--- config.mk ---
export PLATFORM = sky130hd
export DESIGN_NAME = ysyx_22041071_wb_regfile_flat
export DESIGN_NICKNAME = d
export VERILOG_FILES = /design/src/rtl/ysyx_22041071_wb_regfile_if.sv /design/src/rtl/ysyx_22041071_wb_regfile.sv /design/src/flat_wrapper.sv
export SDC_FILE = /design/constraint.sdc
export NUM_CORES = 2
export LEC_CHECK = 0
export CAP_MARGIN = 40
export CORE_MARGIN = 2
export CORE_UTILIZATION = 25
export DETAILED_ROUTE_END_ITERATION = 8
export GPL_ROUTABILITY_DRIVEN = 0
export REMOVE_ABC_BUFFERS = 1
export SYNTH_ARGS = -nofsm -noshare
export SYNTH_HDL_FRONTEND = slang
export SYNTH_SLANG_ARGS = --single-unit
--- constraint.sdc ---
create_clock -name clk -period 2.4 [get_ports clk]
set_input_delay 0.24 -clock clk [delete_from_list [all_inputs] [get_ports clk]]
set_output_delay 0.24 -clock clk [all_outputs]
set_load 0.02 [all_outputs]
--- src/rtl/ysyx_22041071_wb_regfile_if.sv ---
// rtl/ysyx_22041071_wb_regfile_if.sv - writeback-to-regfile handshake bundle
interface ysyx_22041071_wb_regfile_if #(
    parameter int DATA_W = 64,
    parameter int ADDR_W = 64,
    parameter int INS_W  = 32
);
    logic              wb_valid;
    logic              wb_ready;
    logic [ADDR_W-1:0] wb_pc;
    logic [INS_W-1:0]  wb_ins;
    logic              wb_we;
    logic [4:0]        wb_rd;
    logic [DATA_W-1:0] wb_data;

    modport master (
        output wb_valid, wb_pc, wb_ins, wb_we, wb_rd, wb_data,
        input  wb_ready
    );

    modport slave (
        input  wb_valid, wb_pc, wb_ins, wb_we, wb_rd, wb_data,
        output wb_ready
    );
endinterface

--- src/rtl/ysyx_22041071_wb_regfile.sv ---
// rtl/ysyx_22041071_wb_regfile.sv - writeback receiver, 32x64 regfile, commit record; YSYX_22041071_RF_BYPASS_EN enables write-to-read forwarding
module ysyx_22041071_wb_regfile #(
    parameter int DATA_W = 64,
    parameter int ADDR_W = 64,
    parameter int INS_W  = 32,
    parameter int NREG   = 32
) (
    input  logic                 clk,
    input  logic                 reset,
    ysyx_22041071_wb_regfile_if.slave wb,
    input  logic [4:0]           rs1_addr,
    output logic [DATA_W-1:0]    rs1_data,
    input  logic [4:0]           rs2_addr,
    output logic [DATA_W-1:0]    rs2_data,
    output logic                 commit_valid,
    output logic [ADDR_W-1:0]    commit_pc,
    output logic [INS_W-1:0]     commit_ins,
    output logic [4:0]           commit_rd,
    output logic [DATA_W-1:0]    commit_data,
    output logic [63:0]          retire_cnt
);

    logic [DATA_W-1:0] regs [0:NREG-1];
    logic              ready_q;
    logic              accept;
    logic              do_write;

    assign wb.wb_ready = ready_q;
    assign accept      = wb.wb_valid & ready_q;
    assign do_write    = accept & wb.wb_we & (wb.wb_rd != 5'd0);

    always_ff @(posedge clk or negedge reset) begin
        if (!reset) begin
            ready_q <= 1'b0;
        end else begin
            ready_q <= 1'b1;
        end
    end

    // x0 is never written, so the array entry stays at its reset value of 0
    always_ff @(posedge clk or negedge reset) begin
        if (!reset) begin
            for (int i = 0; i < NREG; i++) begin
                regs[i] <= '0;
            end
        end else if (do_write) begin
            regs[wb.wb_rd] <= wb.wb_data;
        end
    end

    always_ff @(posedge clk or negedge reset) begin
        if (!reset) begin
            commit_valid <= 1'b0;
            commit_pc    <= '0;
            commit_ins   <= '0;
            commit_rd    <= '0;
            commit_data  <= '0;
            retire_cnt   <= '0;
        end else begin
            commit_valid <= accept;
            if (accept) begin
                commit_pc   <= wb.wb_pc;
                commit_ins  <= wb.wb_ins;
                commit_rd   <= do_write ? wb.wb_rd : 5'd0;
                commit_data <= do_write ? wb.wb_data : '0;
                retire_cnt  <= retire_cnt + 64'd1;
            end
        end
    end

    always_comb begin
        rs1_data = (rs1_addr == 5'd0) ? '0 : regs[rs1_addr];
        rs2_data = (rs2_addr == 5'd0) ? '0 : regs[rs2_addr];
`ifdef YSYX_22041071_RF_BYPASS_EN
        if (do_write && (rs1_addr == wb.wb_rd)) begin
            rs1_data = wb.wb_data;
        end
        if (do_write && (rs2_addr == wb.wb_rd)) begin
            rs2_data = wb.wb_data;
        end
`else
`endif
    end

endmodule

--- src/flat_wrapper.sv ---
// flat-port wrapper written by rule: the top's interface ports become plain ports
module ysyx_22041071_wb_regfile_flat 
#(
    parameter int DATA_W = 64,
    parameter int ADDR_W = 64,
    parameter int INS_W  = 32,
    parameter int NREG   = 32
)
  (clk, reset, rs1_addr, rs1_data, rs2_addr, rs2_data, commit_valid, commit_pc, commit_ins, commit_rd, commit_data, retire_cnt, wb_wb_valid, wb_wb_pc, wb_wb_ins, wb_wb_we, wb_wb_rd, wb_wb_data, wb_wb_ready);
  ysyx_22041071_wb_regfile_if #(.DATA_W(DATA_W), .ADDR_W(ADDR_W), .INS_W(INS_W)) wb_i ();
  input  logic clk;
  input  logic reset;
  input  logic [4:0] rs1_addr;
  output logic [DATA_W-1:0] rs1_data;
  input  logic [4:0] rs2_addr;
  output logic [DATA_W-1:0] rs2_data;
  output logic commit_valid;
  output logic [ADDR_W-1:0] commit_pc;
  output logic [INS_W-1:0] commit_ins;
  output logic [4:0] commit_rd;
  output logic [DATA_W-1:0] commit_data;
  output logic [63:0] retire_cnt;
  input wire logic [$bits(wb_i.wb_valid)-1:0] wb_wb_valid;
  input wire logic [$bits(wb_i.wb_pc)-1:0] wb_wb_pc;
  input wire logic [$bits(wb_i.wb_ins)-1:0] wb_wb_ins;
  input wire logic [$bits(wb_i.wb_we)-1:0] wb_wb_we;
  input wire logic [$bits(wb_i.wb_rd)-1:0] wb_wb_rd;
  input wire logic [$bits(wb_i.wb_data)-1:0] wb_wb_data;
  output wire logic [$bits(wb_i.wb_ready)-1:0] wb_wb_ready;
  assign wb_i.wb_valid = wb_wb_valid;
  assign wb_i.wb_pc = wb_wb_pc;
  assign wb_i.wb_ins = wb_wb_ins;
  assign wb_i.wb_we = wb_wb_we;
  assign wb_i.wb_rd = wb_wb_rd;
  assign wb_i.wb_data = wb_wb_data;
  assign wb_wb_ready = wb_i.wb_ready;
  ysyx_22041071_wb_regfile #(.DATA_W(DATA_W), .ADDR_W(ADDR_W), .INS_W(INS_W), .NREG(NREG)) u_core (.clk(clk), .reset(reset), .wb(wb_i), .rs1_addr(rs1_addr), .rs1_data(rs1_data), .rs2_addr(rs2_addr), .rs2_data(rs2_data), .commit_valid(commit_valid), .commit_pc(commit_pc), .commit_ins(commit_ins), .commit_rd(commit_rd), .commit_data(commit_data), .retire_cnt(retire_cnt));
endmodule
==> qor.txt <==
Status = finished, violations left
Failing checks = negative setup slack
Clk_skew = 0.0389 ns
CP max stage cell = mux4_2
Routed wire length per instance = 27.3 µm
DR DRC count = 0
Post-synth top cells = 2277 x dfrtp_1, 1995 x mux2_2, 976 x mux4_2
Synth Cell Area = 117000 µm²
Synth top area share = 48.6%
Cell with the most instances after synthesis = dfrtp_1
Vias = 77.5k
Largest net degree at the start of global routing = 150
Worst hold slack = 0.0683 ns
Post-layout min period = 3.12 ns
Critical path peak fanout = 3
Yosys cell types = 56
Max Cap Viol = 0
Inserted Clock Buffers = 279
Total Routed Length = 413000 µm
Ys flop type = dfrtp_1
Die area = 474000 µm²
Hold Crit Class = input pin to flip-flop
Arrival @ worst endpoint = 2.88 ns
Critical path type = flip-flop to output port
Area added between synthesis and finish = 28.3%
Layout cells sized above 1 = 53.5%
Flop2flop setup slack = 0.12 ns
Fillers = 45.1k
First-pass GRT wire length = 602000 µm
H-tree level count = 5
CP Capture Type = output port
# clock sinks = 2277
Synth Register Bits = 2277
Post-DP HPWL = 278000 µm
Die span in y = 688 µm
CP cell instances = mux4_2 -> mux2_2 -> o211ai_1 -> o221ai_4 -> buf_12
Relative slew slack = 43.9%
Pwr Total = 0.104 W
Synth area leaders = dfrtp_1 49%, mux2_2 19%, mux4_2 19%
Multi-input gate area = 58600 µm²
Total Nets Final = 8896
Core area = 467000 µm²
CTS clk-pin slew, worst paths = 0.06 ns
PwrDens = 689 nW/µm²
1st-iter DRT viols = 6588
Total GRT Usage = 17.1%
FF+latch area = 57000 µm²
Required time worst endpoint = 2.16 ns
Top delay family on crit path = multiplexers
Register area share after synthesis = 48.6%
Final setup vio count = 128
Row cnt = 251
RSZ-0062 raised after global routing = yes
Final period util = 130%
Post-layout util = 32.2%
Top-Level Pins = 538
Yosys warns = 0
Post-synth top area cell = dfrtp_1
Post-synth EDFFs = 0
Post-Syn Instances = 7703
Detail Route Antenna Nets = 0
Slew @ Worst Pin = 0.842 ns
TritonCTS clock tree = built
Crit path largest cell delay = 0.46 ns
Initial antenna violation count = 21
CTS root buffer = clkbuf_16
Die width = 688 µm
Vias per cell = 5.12
Final hold vios = 0
Worst path buffer plus inverter count = 1
CP startpoint kind = flip-flop
Ys async rst share = 100%
Synth Area per Inst = 15.2 µm²
Max IR drop VDD = 0.543 mV
PnR worst setup slack = -0.721 ns
DR pass1 iterations = 7
Max Fclk = 0.320 GHz
Number of global-route vias before repair = 83.8k
Insertion delay to the later sink of the worst-skew pair = 0.91 ns
Number of port buffers = 537
Max Root-Sink Buffers = 4
Leakage power = 67.3 nW
Initial core utilization = 25.1%
Max Transition Viols Final = 0
Global route overflow = 0
-- logic make-up after synthesis --
group,synth area share [%]
multiplexers,42.5
adder cells (fa/ha/maj),0.0107
XOR/XNOR,0.471
buffers and inverters,3.24
AND/OR/NAND/NOR,2.43
other,0.00320
flip-flops,48.6
AO/OA/AOI/OAI,2.75
-- what timing repair did --
item / 4_1_cts / 5_1_grt
setup buffers: 57 / 11
hold endpoints to repair: 2209 / 0
pin swaps: 96 / 35
hold buffers: 93 / 0
gates cloned: 0 / 0
endpoints found under the setup margin: 136 / 131
resized for setup: 392 / 70
-- layer usage --
layer	GRT usage, %	wire length [µm]
met1	22.1	170000
met2	28.3	201000
met3	2.66	23600
met4	7.19	18300
met5	0	28
-- flip-flops by register name (all words and copies together), names as in the netlist --
signal               count
u_core.commit_data      64
u_core.commit_ins       32
u_core.commit_pc        64
u_core.commit_rd         5
u_core.commit_valid      1
u_core.regs           2046
u_core.retire_cnt       64
u_core.wb.wb_ready       1
-- area by class of cell --
cell class                 count  area share [%]
multi-input combinational   4576            39.0
sequential                  2277            37.9
timing repair buffer        1567            11.7
clock buffer                 401            5.41
tap                         6198            5.16
clock inverter                89           0.767
inverter                      15          0.0383
antenna                       11          0.0183
-- where the power goes --
group	total, W	switching [W]	internal [W]
logic	0.0164	0.00776	0.00865
clock network	0.0433	0.0178	0.0255
registers	0.0438	0.00235	0.0415
total	0.104	0.0279	0.0757
-- cells in the final DEF (no fill, tap or decap), types with 61 or more instances in the layout --
| cell | count |
|---|---|
| dfrtp_1 | 2276 |
| mux2_2 | 1987 |
| mux4_2 | 976 |
| buf_4 | 639 |
| mux2i_1 | 452 |
| clkdlybuf4s50_1 | 390 |
| nand2_1 | 375 |
| buf_12 | 340 |
| clkbuf_16 | 282 |
| dlygate4sd3_1 | 93 |
| buf_6 | 87 |
| a22o_1 | 64 |
| clkbuf_8 | 63 |
| nor2_1 | 61 |
-- tightest hold or removal path, cell delays in order --
cell and delay, ns:
clkdlybuf4s50_1 0.42, buf_4 0.17, nand3_1 0.06, nand2_1 0.05
-- through the flow --
stage	cell area (µm²)	setup TNS (ns)	std cells	setup slack, ns
2_1_floorplan	113000	-	6868	-5.82
3_3_place_gp	138000	-201.28	14500	-0.766
3_5_place_dp	138000	-218.32	14500	-0.710
4_1_cts	150000	-60.38	15100	-0.768
5_1_grt	150000	-62.57	15100	-0.858
6_report	150000	-50.74	15100	-0.721
-- worst paths after layout --
path,from,to,cells past startpoint
worst min register to register,u_core.regs[2034]$_DFFE_PN0P_,u_core.regs[2034]$_DFFE_PN0P_,0
worst min-delay path,wb_wb_rd[1],u_core.commit_rd[1]$_DFFE_PN0N_,4
worst max register to register,u_core.wb.wb_ready$_DFF_PN0_,u_core.regs[1064]$_DFFE_PN0P_,10
min in group asynchronous,reset,u_core.commit_rd[1]$_DFFE_PN0N_,3
max in group asynchronous,reset,u_core.regs[959]$_DFFE_PN0P_,4
worst max-delay path,u_core.regs[671]$_DFFE_PN0P_,rs2_data[31],5
Note: power is estimated with default switching activity, not from simulation.
